## config.mk

```make
export PLATFORM = sky130hd
export DESIGN_NAME = element_delay_accumulator
export DESIGN_NICKNAME = d
export VERILOG_FILES = /design/src/rtl/element_delay_accumulator.sv
export SDC_FILE = /design/constraint.sdc
export NUM_CORES = 1
export LEC_CHECK = 0
export BUFFER_PORTS_ARGS = -buffer_cell sky130_fd_sc_hd__buf_2
export CAP_MARGIN = 20
export CORE_ASPECT_RATIO = 1.5
export CORE_MARGIN = 2
export CORE_UTILIZATION = 45
export CTS_CLUSTER_DIAMETER = 40
export DETAILED_ROUTE_END_ITERATION = 7
export SYNTH_ARGS = -nofsm -noshare
export SYNTH_HDL_FRONTEND = slang
export SYNTH_SLANG_ARGS = --single-unit
```

## constraint.sdc

```tcl
create_clock -name clk -period 12.4 [get_ports clk]
set_input_delay 0.62 -clock clk [delete_from_list [all_inputs] [get_ports clk]]
set_output_delay 0.62 -clock clk [all_outputs]
set_load 0.1 [all_outputs]
```

## src/rtl/element_delay_accumulator.sv

```systemverilog
// rtl/element_delay_accumulator.sv - per-element integer delay tracker fed by signed squared-delay increment terms
// Optional ELEM_DELAY_STEP_LIMIT_EN caps the square-root tracking loop at MAX_STEPS adjustments per element.
module element_delay_accumulator #(
    parameter int DW_INTEGER   = 18,
    parameter int DW_FRACTION  = 3,
    parameter int NUM_ELEMENTS = 32
`ifdef ELEM_DELAY_STEP_LIMIT_EN
    ,
    parameter int MAX_STEPS    = 63
`endif
) (
    input  logic                            clk,
    input  logic                            rst,
    input  logic                            initiate,
    input  logic [DW_INTEGER+DW_FRACTION:0] d_0,
    input  logic [DW_INTEGER+DW_FRACTION:0] term_in,
    input  logic                            term_ready,
    output logic                            term_ack,
    output logic [DW_INTEGER:0]             delay_out,
    output logic                            delay_valid,
    input  logic                            delay_ack,
    output logic [5:0]                      element_idx,
    output logic                            busy,
    output logic                            done,
    output logic                            step_limit
);

    localparam int FW = DW_INTEGER + DW_FRACTION + 1;
    localparam int DW = DW_INTEGER + 1;
    localparam int EW = DW_INTEGER + DW_FRACTION + 3;

    localparam logic [DW-1:0]        D_MAX    = '1;
    localparam logic [DW-1:0]        D_ONE    = 1;
    localparam logic signed [EW-1:0] E_ONE    = 1;
    localparam logic [5:0]           LAST_IDX = 6'(NUM_ELEMENTS - 1);

    typedef enum logic [2:0] {
        S_IDLE,
        S_LOAD,
        S_OUTPUT,
        S_WAIT_TERM,
        S_ACK,
        S_STEP
    } state_t;

    state_t                 state_q, state_d;
    logic [DW-1:0]          d_q, d_d;
    logic signed [EW-1:0]   e_q, e_d;
    logic [5:0]             idx_q, idx_d;
    logic                   done_q, done_d;
    logic                   adjust;
    logic                   cap_hit;

    logic signed [EW-1:0]   d_ext;
    logic signed [EW-1:0]   term_ext;
    logic signed [EW-1:0]   tp;
    logic signed [EW-1:0]   tn;

    // E holds (target squared delay - d^2) in F-bit fixed point; TP/TN are the cost of moving d by one.
    assign d_ext    = {{(EW-DW){1'b0}}, d_q};
    assign term_ext = {{(EW-FW){term_in[FW-1]}}, term_in};
    assign tp       = ((d_ext <<< 1) + E_ONE) <<< DW_FRACTION;
    assign tn       = ((d_ext <<< 1) - E_ONE) <<< DW_FRACTION;

    always_comb begin
        state_d = state_q;
        d_d     = d_q;
        e_d     = e_q;
        idx_d   = idx_q;
        done_d  = 1'b0;
        adjust  = 1'b0;
        case (state_q)
            S_IDLE: begin
                d_d   = '0;
                e_d   = '0;
                idx_d = '0;
                if (initiate) state_d = S_LOAD;
            end
            S_LOAD: begin
                d_d     = DW'(d_0 >> DW_FRACTION);
                e_d     = '0;
                idx_d   = '0;
                state_d = S_OUTPUT;
            end
            S_OUTPUT: begin
                if (delay_ack) begin
                    if (idx_q == LAST_IDX) begin
                        state_d = S_IDLE;
                        done_d  = 1'b1;
                    end else begin
                        idx_d   = idx_q + 6'd1;
                        state_d = S_WAIT_TERM;
                    end
                end
            end
            S_WAIT_TERM: begin
                if (term_ready) begin
                    e_d     = e_q + term_ext;
                    state_d = S_ACK;
                end
            end
            S_ACK: begin
                state_d = S_STEP;
            end
            S_STEP: begin
                // A rail-blocked move counts as converged; the residual stays in E for the next element.
                if (cap_hit) begin
                    state_d = S_OUTPUT;
                end else if (e_q >= tp && d_q != D_MAX) begin
                    e_d    = e_q - tp;
                    d_d    = d_q + D_ONE;
                    adjust = 1'b1;
                end else if (e_q <= -tn && d_q != '0) begin
                    e_d    = e_q + tn;
                    d_d    = d_q - D_ONE;
                    adjust = 1'b1;
                end else begin
                    state_d = S_OUTPUT;
                end
            end
            default: begin
                state_d = S_IDLE;
            end
        endcase
    end

    always_ff @(posedge clk) begin
        if (rst) begin
            state_q <= S_IDLE;
            d_q     <= '0;
            e_q     <= '0;
            idx_q   <= '0;
            done_q  <= 1'b0;
        end else begin
            state_q <= state_d;
            d_q     <= d_d;
            e_q     <= e_d;
            idx_q   <= idx_d;
            done_q  <= done_d;
        end
    end

`ifdef ELEM_DELAY_STEP_LIMIT_EN
    logic [5:0] step_cnt_q, step_cnt_d;
    logic       step_limit_q, step_limit_d;

    assign cap_hit = (step_cnt_q == 6'(MAX_STEPS));

    always_comb begin
        step_cnt_d   = step_cnt_q;
        step_limit_d = step_limit_q;
        case (state_q)
            S_IDLE, S_LOAD: begin
                step_cnt_d   = '0;
                step_limit_d = 1'b0;
            end
            S_ACK: begin
                step_cnt_d = '0;
            end
            S_STEP: begin
                if (cap_hit) step_limit_d = 1'b1;
                else if (adjust) step_cnt_d = step_cnt_q + 6'd1;
            end
            default: begin
            end
        endcase
    end

    always_ff @(posedge clk) begin
        if (rst) begin
            step_cnt_q   <= '0;
            step_limit_q <= 1'b0;
        end else begin
            step_cnt_q   <= step_cnt_d;
            step_limit_q <= step_limit_d;
        end
    end

    assign step_limit = step_limit_q;
`else
    assign cap_hit    = 1'b0;
    assign step_limit = 1'b0;
`endif

    assign term_ack    = (state_q == S_ACK);
    assign delay_valid = (state_q == S_OUTPUT);
    assign delay_out   = d_q;
    assign element_idx = idx_q;
    assign busy        = (state_q != S_IDLE);
    assign done        = done_q;

endmodule

```

==> flow_metrics.env <==
export IMPL_status="finished clean"
export IMPL_clock_skew_ns=0.0103
export IMPL_insertion_delay_ns=0.31
export IMPL_reg2reg_slack_ns=6.60
export IMPL_viasPerCell=5.90
export IMPL_placementRows=55
export IMPL_avgRoutedWirePerCell_um=17.0
export IMPL_max_freq_ghz=0.173
export IMPL_maxCapViolCount=0
export IMPL_r2r_cells=18
export IMPL_cp_slowest_cell="inv_2"
export IMPL_postLayoutCellArea_um2=7470
export IMPL_cts_buffer_depth=2
export IMPL_synth_cell_types=86
export IMPL_critPathBufInv=2
export IMPL_fin_setup_tns_ns=0
export IMPL_insertedDiodeCount=0
export IMPL_io_buffers=74
export IMPL_worstHoldStart="e_q[0]"
export IMPL_drt_initial_drc_count=343
export IMPL_synthMostInstantiatedCell="nor2_1"
export IMPL_antenna_found_initial=0
export IMPL_period_share=0.467
export IMPL_hp_class="flip-flop to flip-flop"
export IMPL_vias=6789
export IMPL_place_gp_congestion=0.860
export IMPL_post_cts_resized=0
export IMPL_syn_avg_cell_area_um2=7.64
export IMPL_cp_top_family="compound AO/OA/AOI/OAI gates"
export IMPL_grt_overflow_total=0
export IMPL_grt_max_degree=51
export IMPL_drive_gt1_frac=0.135
export IMPL_antenna_left=0
export IMPL_dieArea_um2=16200
export IMPL_place_area_um2=7320
export IMPL_gr_usage_met1=0.283
export IMPL_cp_slowest_stage_delay_ns=0.64
export IMPL_area_growth_pct=9.18
export IMPL_cp_arrival_ns=6.03
export IMPL_critPathLaunchType="flip-flop"
export IMPL_final_util=0.498
export IMPL_synth_edf_count=0
export IMPL_die_width_um=105
export IMPL_numClockSinks=53
export IMPL_startpoint="delay_out[0]"
export IMPL_synth_seq_cells=53
export IMPL_syn_inst=896
export IMPL_synthArstFlopShare=0
export IMPL_required_ns=12.63
export IMPL_yosysWarnings=0
export IMPL_synth_area_leader_cell="dfxtp_1"
export IMPL_endpoint_kind="flip-flop"
export IMPL_die_y_um=155
export IMPL_r2r_start="delay_out[0]"
export IMPL_synth_seq_area_share=0.155
export IMPL_drc=0
export IMPL_routed_wl_um=19500
export IMPL_whs_path_depth=2
export IMPL_hold_violations=0
export IMPL_hpwl_um=15400
export IMPL_cts_max_level=2
export IMPL_slew_viol_final=0
export IMPL_crit_fanout=36
export IMPL_cts_root_buf="clkbuf_16"
export IMPL_ys_top_cells_by_count="nor2_1, ha_1, a21oi_1, nand2_1, xnor2_1"
export IMPL_synth_main_ff_cell="dfxtp_1"
export IMPL_grtUsageMet2=0.451
export IMPL_post_cts_buffers=0
export IMPL_syn_nets=1031
export IMPL_min_period_ns=5.80
export IMPL_setup_violations=0
export IMPL_postCtsHoldBufs=0
export IMPL_nFillCells=1624
export IMPL_rsz0062_at_grt="false"
export IMPL_tightest_slew_ns=0.857
export IMPL_finalNetCount=1085
export IMPL_tritoncts="yes"
export IMPL_min_to="e_q[0]"
export IMPL_core_um2=15000
export IMPL_synthTopCellsByArea="dfxtp_1, ha_1, xnor2_1"
export IMPL_top_usage_layer="met2"
export IMPL_critPathKind="flip-flop to flip-flop"
export IMPL_slew_headroom=0.427
export IMPL_netlist_area_leader_share=0.155
export IMPL_clk_pin_slew_ns=0.08
export IMPL_grt_pass1_vias=6531
export IMPL_worstReg2RegEnd="delay_out[18]"
export IMPL_ioPinCount=79
export IMPL_syn_area_um2=6850
export IMPL_cts_inserted_buffers=5
export IMPL_firstDrtPassIters=5
export IMPL_use_met3=0.0184
export IMPL_worstPathCellList="inv_1 > ha_1 > a211o_1 > and4bb_2 > o21ai_2 > a211o_1 > nand2_2 > inv_2 > ha_1 > a21oi_1 > o211ai_2 > o311ai_1 > a32oi_1 > a221oi_2 > o21ai_2 > xnor2_1 > or4_1 > a31oi_1"
export IMPL_start_util=0.456
export IMPL_grt_pass1_wl_um=31700
export IMPL_track_usage=0.238
[cells in the final DEF (no fill, tap or decap), types with 4 or more instances in the layout]
cell	count
a211oi_1	13
a31oi_1	15
nor2b_1	11
clkbuf_16	5
nand2_1	66
a21o_1	23
nand2b_1	7
o21ai_2	4
a21oi_1	74
nand4_1	17
or3_1	6
a211oi_2	7
o21ai_0	43
a22oi_1	15
ha_1	83
mux2i_1	10
buf_2	74
buf_4	5
o22ai_1	10
dfxtp_1	53
nand3_1	25
o31ai_1	7
and3_1	9
xor2_1	24
and2_1	5
xnor2_1	54
o21bai_1	9
a221oi_1	8
nor3_1	33
nor2_1	87
inv_1	37
o21a_1	8
nor4_1	6
o211ai_1	8
a211o_1	7
[layout make-up]
cell class,instances,area [µm²],area share
multi-input cells,773,5460,0.731
clock inverters,3,25.0,0.00335
inverters,38,143,0.0191
repair buffers,79,408,0.0546
clock buffers,5,125,0.0167
flip-flops and latches,53,1060,0.142
well taps,199,249,0.0333
[logic make-up (layout without fill, tap and decap cells)]
family          after synthesis  in the layout  share of synthesized area
compound gates              296            296                      0.300
xor+xnor                     78             78                     0.0998
fa+ha+maj                    86             86                      0.160
buf+inv                      70            125                     0.0470
flops                        53             53                      0.155
mux                          13             13                     0.0196
other cells                   1              1                   0.000548
simple gates                299            299                      0.218
[tightest hold or removal path, cell delays in order (launching register included)]
cell and delay [ns]:
dfxtp_1 0.33, nand3_1 0.07, a21oi_1 0.06
[worst max-delay path by stage]
stage,endpoint,slack [ns],cells after the start
finish,delay_out[18],6.60,18
global route,delay_out[18],6.26,18
floorplan,delay_out[18],7.13,19
CTS,delay_out[18],6.53,18
detailed placement,delay_out[18],6.55,18
global placement,delay_out[18],6.56,18
[through the flow]
stage                     setup slack (ns)  hold WS, ns  cells
after detailed placement              6.55        0.493   1142
final                                 6.60        0.502   1150
after global placement                6.56        0.484   1142
after global routing                  6.26        0.527   1150
after CTS                             6.53        0.505   1150
after floorplan                       7.13        0.460    896
[metal layers]
| layer | vias to the layer above | wire length (µm) |
|---|---|---|
| li1 | 3473 | - |
| met1 | 3132 | 8460 |
| met2 | 153 | 9950 |
| met3 | 31 | 578 |
| met4 | 0 | 521 |
| met5 | - | 0 |
[flip-flops by register name (all words and copies together) (netlist names)]
| name | cells |
|---|---|
| done | 1 |
| element_idx | 6 |
| delay_out | 19 |
| e_q | 24 |
| state_q | 3 |
Power is not shown: default switching activity piles up to over one toggle a cycle in this logic, so the estimate is an artifact.
